[config.mk]
export PLATFORM = sky130hd
export DESIGN_NAME = rom_burst_fetch
export DESIGN_NICKNAME = d
export VERILOG_FILES = /design/src/rtl/rom_burst_fetch.sv
export SDC_FILE = /design/constraint.sdc
export NUM_CORES = 1
export LEC_CHECK = 0
export BUFFER_PORTS_ARGS = -buffer_cell sky130_fd_sc_hd__buf_2
export CORE_MARGIN = 2
export CORE_UTILIZATION = 49
export CTS_CLUSTER_DIAMETER = 80
export DETAILED_ROUTE_END_ITERATION = 10
export PLACE_DENSITY = 0.75
export RECOVER_POWER = 25
export SKIP_CTS_REPAIR_TIMING = 1
export SYNTH_ARGS = -nofsm -noshare
export SYNTH_HDL_FRONTEND = slang
export SYNTH_SLANG_ARGS = --single-unit
[constraint.sdc]
create_clock -name clk -period 2 [get_ports clk]
set_clock_uncertainty 0.05 [all_clocks]
set_input_delay 0.2 -clock clk [delete_from_list [all_inputs] [get_ports clk]]
set_output_delay 0.2 -clock clk [all_outputs]
set_load 0.1 [all_outputs]
[src/rtl/rom_burst_fetch.sv]
// Burst fetch sequencer for an asynchronous byte-wide EPROM: reads BURST_LEN consecutive bytes,
// waiting WAIT_CYCLES clocks per byte, and presents them packed with a one-cycle valid pulse.
module rom_burst_fetch #(
    parameter int unsigned ADDR_WIDTH  = 15,
    parameter int unsigned DATA_WIDTH  = 8,
    parameter int unsigned WAIT_CYCLES = 4,
    parameter int unsigned BURST_LEN   = 4
) (
    input  logic                             clk,
    input  logic                             RSTn,
    input  logic                             REQ,
    input  logic [ADDR_WIDTH-1:0]            REQ_ADDR,
    output logic                             BUSY,
    output logic [DATA_WIDTH*BURST_LEN-1:0]  RD_DATA,
    output logic                             RD_VALID,
    output logic [ADDR_WIDTH-1:0]            ROM_ADDR,
    output logic                             ROM_CEn,
    output logic                             ROM_OEn,
    input  logic [DATA_WIDTH-1:0]            ROM_DATA
);

    localparam int unsigned WordW = DATA_WIDTH * BURST_LEN;
    localparam int unsigned WaitW = $clog2(WAIT_CYCLES + 1);
    localparam int unsigned IdxW  = (BURST_LEN > 1) ? $clog2(BURST_LEN) : 1;
    localparam logic [WaitW-1:0] WaitInit = WaitW'(WAIT_CYCLES);
    localparam logic [IdxW-1:0]  IdxLast  = IdxW'(BURST_LEN - 1);

    typedef enum logic {StIdle, StAccess} state_e;

    state_e                  state_q, state_d;
    logic [WaitW-1:0]        wait_q, wait_d;
    logic [IdxW-1:0]         idx_q, idx_d;
    logic [ADDR_WIDTH-1:0]   addr_q, addr_d;
    logic                    cen_q, cen_d;
    logic                    oen_q, oen_d;
    logic                    busy_q, busy_d;
    logic                    valid_q, valid_d;
    logic [WordW-1:0]        shadow_q, shadow_d;
    logic [WordW-1:0]        rd_data_q, rd_data_d;

    always_ff @(posedge clk or negedge RSTn) begin
        if (!RSTn) begin
            state_q   <= StIdle;
            wait_q    <= '0;
            idx_q     <= '0;
            addr_q    <= '0;
            cen_q     <= 1'b1;
            oen_q     <= 1'b1;
            busy_q    <= 1'b0;
            valid_q   <= 1'b0;
            shadow_q  <= '0;
            rd_data_q <= '0;
        end else begin
            state_q   <= state_d;
            wait_q    <= wait_d;
            idx_q     <= idx_d;
            addr_q    <= addr_d;
            cen_q     <= cen_d;
            oen_q     <= oen_d;
            busy_q    <= busy_d;
            valid_q   <= valid_d;
            shadow_q  <= shadow_d;
            rd_data_q <= rd_data_d;
        end
    end

    always_comb begin
        state_d   = state_q;
        wait_d    = wait_q;
        idx_d     = idx_q;
        addr_d    = addr_q;
        cen_d     = cen_q;
        oen_d     = oen_q;
        busy_d    = busy_q;
        valid_d   = 1'b0;
        shadow_d  = shadow_q;
        rd_data_d = rd_data_q;

        unique case (state_q)
            StIdle: begin
                if (REQ) begin
                    addr_d  = REQ_ADDR;
                    cen_d   = 1'b0;
                    oen_d   = 1'b0;
                    busy_d  = 1'b1;
                    wait_d  = WaitInit;
                    idx_d   = '0;
                    state_d = StAccess;
                end
            end
            StAccess: begin
                wait_d = wait_q - 1'b1;
                if (wait_q == WaitW'(1)) begin
                    for (int unsigned k = 0; k < BURST_LEN; k++) begin
                        if (idx_q == IdxW'(k)) begin
                            shadow_d[k*DATA_WIDTH +: DATA_WIDTH] = ROM_DATA;
                        end
                    end
                    if (idx_q != IdxLast) begin
                        // Enables stay asserted across bytes; only the address steps.
                        addr_d = addr_q + 1'b1;
                        idx_d  = idx_q + 1'b1;
                        wait_d = WaitInit;
                    end else begin
                        rd_data_d = shadow_d;
                        valid_d   = 1'b1;
                        busy_d    = 1'b0;
                        cen_d     = 1'b1;
                        oen_d     = 1'b1;
                        state_d   = StIdle;
                    end
                end
            end
            default: state_d = StIdle;
        endcase
    end

    assign BUSY     = busy_q;
    assign RD_DATA  = rd_data_q;
    assign RD_VALID = valid_q;
    assign ROM_ADDR = addr_q;
    assign ROM_CEn  = cen_q;
    assign ROM_OEn  = oen_q;

endmodule

# Word level (Yosys, flattened, before mapping)
# Index checks and enable logic that the tools add are counted.
[classes]
addsub = 3
mul = 0
div_mod_pow = 0
magnitude_cmp = 0
eq_ne = 9
shifts = 0
mux = 31
bitwise = 2
reduce_logical = 5
[op_table]
columns = ["cell", "n"]
rows = [
  ["$mux 15", 3],
  ["$mux 8", 4],
  ["$pmux 15 s2", 1],
  ["$add 15x1->15 const B", 1],
  ["$mux 1", 12],
  ["$mux 3", 3],
  ["$reduce_and 3->1", 3],
  ["$mux 2", 3],
  ["$ne 2x2->1 const B", 3],
  ["$pmux 1 s2", 3],
  ["$pmux 3 s2", 1],
  ["$eq 2x2->1 const B", 2],
  ["$ne 2x1->1 const B", 2],
  ["$pmux 2 s2", 1],
  ["$eq 3x1->1 const B", 1],
  ["$sub 3x1->3 const B", 1],
  ["$add 2x1->2 const B", 1],
  ["$eq 2x1->1 const B", 1],
  ["$logic_not 2->1", 1],
  ["$not 1->1", 2],
  ["$reduce_and 2->1", 1],
]
[word_totals]
regBits = 88
latchBits = 0
mem_bits_rw = 0
mem_bits_ro = 0
input_bits = 26
output_inout_bits = 51
wordCells = 59
n_memories = 0

# Longest topological paths before layout
[depth]
word_depth = 4
depth_mapped = 9
ltp_nobuf = 7

# Worst setup path after synthesis
# Ideal clock, no wire load.
[synth_path]
path_type = "register -> register"
from = "reg addr_q[5] (netlist: ROM_ADDR[5])"
to = "reg addr_q[13] (netlist: ROM_ADDR[13])"
setup_time_ps = 82
arrival_ps = 2322
setup_slack_ps = -454
stages_incl_launch_ff = 5
path_cell_list = "dfrtp_1 nand4_1 or3_4 or3_1 a31oi_1"
[synth_via]
elab_chain_cells = 4
[synth_rtl]
columns = ["item", "line", "text"]
rows = [
  ["start, declared", "33", "logic [ADDR_WIDTH-1:0] addr_q, addr_d;"],
  ["start signal, assigned", "57", "addr_q <= addr_d;"],
  ["$add 15x1->15", "101", "addr_d = addr_q + 1'b1;"],
  ["$mux 15", "99", "if (idx_q != IdxLast) begin"],
  ["$mux 15", "93", "if (wait_q == WaitW'(1)) begin"],
  ["$pmux 15 s2", "79", "unique case (state_q)"],
]
# No other way between the ends. The select of a mux whose other input is x is not followed.
# A chain may end at the register's enable or synchronous reset.

# Final worst setup path
[layout_path]
from = "reg idx_q[1]"
to = "reg addr_q[13] (netlist: ROM_ADDR[13])"
[layout_via]
elab_chain_cells = 3
[layout_rtl]
columns = ["item", "line", "text"]
rows = [
  ["start, declared", "32", "logic [IdxW-1:0] idx_q, idx_d;"],
  ["start signal, assigned", "56", "idx_q <= idx_d;"],
  ["$ne 2x2->1", "99", ""],
  ["$ne 2x1->1 (no source line)", "-", ""],
  ["$reduce_and 3->1 (no source line)", "-", ""],
]
# No other way between the ends.

==> impl_metrics.toml <==
[run_status]
outcome = "finished with violations"
failed_checks = "setup timing"

[drt]
drc = 0
vias_per_cell = 5.30
wire_per_inst_um = 14.8
drt-total-wl_mm = 8.09
drtPass1Iterations = 4
drtIter0Drc = 181
ant_nets = 0
num_vias = 2886

[global_route]
grt_remaining_overflow = 0
antenna_found_initial = 0
grt_pass1_wl_mm = 13.5
grt_max_degree = 59
grt_pass1_vias = 2806
grt_use_total_pct = 20.4

[final_layout]
instances_no_fill = 545
seq_area_sq_um = 2030
final_core_util_pct = 63.3
diodes = 0
fill_cells = 627
area_growth_pct = 23.8
drive_gt1_share_pct = 36.5
multi_input_area_sq_um = 1640
nets = 474

[placed_design]
dp_worst_setup_slack_ns = -0.0950
dp_hpwl_mm = 5.63
gp_congestion = 0.906
dp_cells = 525
port_buffers = 76

[synth]
synth_edf_count = 0
yosysTopAreaCellShare_pct = 53.0
ys.warnings.count = 0
syn_area_sq_um = 3730
ys_seq_area_share_pct = 53.7
syn-num-nets = 382
ys_async_sr_fraction_pct = 100
syn_inst = 349
synth.distinct_cells = 43
synth_area_leaders = "dfrtp_1 (53%), mux2_2 (7.6%), mux2i_1 (6.7%)"
synth_top_area_cell = "dfrtp_1"
ys_ff_latch = 80
syn_area_per_cell_sq_um = 10.7
synth-main-ff-cell = "dfrtp_1"

[sta]
fmax_ghz = 0.494
period_needed_ns = 2.02
fin_ws_ns = -0.0241
finalCritPeriodShare_pct = 101
slew_headroom_pct = 52.2
rsz0062_at_grt = "yes"
hold_ws_ns = 0.0659
slew_viol_final = 0
finalSetupViolCount = 1
tightest_slew_ns = 0.716
finalHoldViolCount = 0

[clocking]
cts_made_buffers = 9
cts_root_buf = "clkbuf_8"
clk_pin_slew_ns = 0.08
cts_tree = "built"
cts_sinks = 80
clock_latency_ns = 0.35
htree_levels = 3
clock_path_buffers = 2

[floorplan]
die_h_um = 91.2
io_pins = 77
die_area_sq_um = 8320
initial_core_util_pct = 51.1
rows = 31
die_x_um = 91.2
fp.coreArea_sq_um = 7290

[critical_path]
crit_required_ns = 2.22
critPathLaunchType = "flop"
worstPathMaxFanout = 3
worstSetupPathType = "reg -> reg"
end_kind = "flop"
arrival_ns = 2.25

[run]
drv_cap = 0

[min_path]
hold_path.class = "in -> reg"
[state kept, by name, indices dropped and copies added, names as in the netlist]
signal and flops:
state_q 1, ROM_OEn 1, RD_DATA 32, wait_q 3, BUSY 1, ROM_ADDR 15
RD_VALID 1, idx_q 2, shadow_q 24
[cell usage after synthesis, types with 3 or more instances]
cell      instances
and3_1            3
dfrtp_1          79
xnor2_1           3
inv_1             6
mux2_2           25
clkbuf_1         14
xor2_1            4
nor2b_1           9
nor2_1            4
o21ai_0          27
o31ai_1           4
nand4_1           4
a211oi_1          9
mux2i_1          25
nor3_1            4
o22ai_1           3
nand2_1          65
nand3_1           7
buf_1             4
a21oi_1          14
a31oi_1           5
ha_1              7
[cell usage in the layout, fill, tap and decap left out, types with 5 or more instances in the layout]
cell type   n
a31oi_1     5
nor2b_1     9
dfrtp_1    68
clkbuf_8    9
nand2_1    65
dfrtp_4     7
buf_2      75
ha_1        5
inv_1       5
a21oi_1    14
buf_4      22
mux2_2     25
nand3_1     7
o21ai_0    27
a211oi_1    9
mux2i_1    25
[stage by stage]
stage	area [sq um]	TNS, ns
finish	4620	-0.0241
global route	4620	-0.236
CTS	4570	-0.176
detailed placement	4370	-0.111
global placement	4370	-0.0176
floorplan	3770	-0.0545
[path summary, 6_finish.rpt]
check / start / to / slack (ns) / depth (start not counted)
worst max-delay path: idx_q[1] / ROM_ADDR[13] / -0.02 / 5
worst min-delay path: REQ_ADDR[7] / ROM_ADDR[7] / 0.07 / 3
worst max register to register: idx_q[1] / ROM_ADDR[13] / -0.02 / 5
worst min register to register: RD_DATA[29] / RD_DATA[29] / 0.42 / 2
max in group asynchronous: RSTn / ROM_ADDR[1] / 0.27 / 3
min in group asynchronous: RSTn / ROM_ADDR[14] / 0.35 / 2
[cell type report]
| class | count | share of cell area, % |
|---|---|---|
| inverter | 8 | 0.651 |
| timing repair buffer | 101 | 12.6 |
| sequential | 80 | 44.1 |
| multi-input combinational | 241 | 35.6 |
| clock inverter | 7 | 1.68 |
| tap | 99 | 2.68 |
| clock buffer | 9 | 2.68 |
[routing by layer]
metal,global-route usage (%),routed length (um),vias to the layer above
li1,-,-,1407
met1,28.6,3830,1386
met2,31.5,3710,77
met3,3.40,355,16
met4,8.46,193,0
met5,0,0,-
[kinds of logic (layout without fill, tap and decap cells)]
| logic type | after synthesis | after routing | share of synthesized area, % |
|---|---|---|---|
| simple gates | 110 | 110 | 14.3 |
| flops | 80 | 80 | 53.7 |
| compound gates | 67 | 67 | 10.6 |
| mux | 50 | 50 | 14.3 |
| buf+inv | 28 | 125 | 3.12 |
| fa+ha+maj | 7 | 7 | 2.35 |
| xor+xnor | 7 | 7 | 1.64 |
[worst max-delay path, stage by stage (launching register included)]
cell and delay, ns:
dfrtp_1 0.39, ha_2 0.20, or3b_4 0.41, or3_4 0.38
or3_1 0.32, a31oi_1 0.20
Power is left out: the tool's default activity adds up to more than one toggle a clock period on the data nets, which glitch-free logic cannot reach.
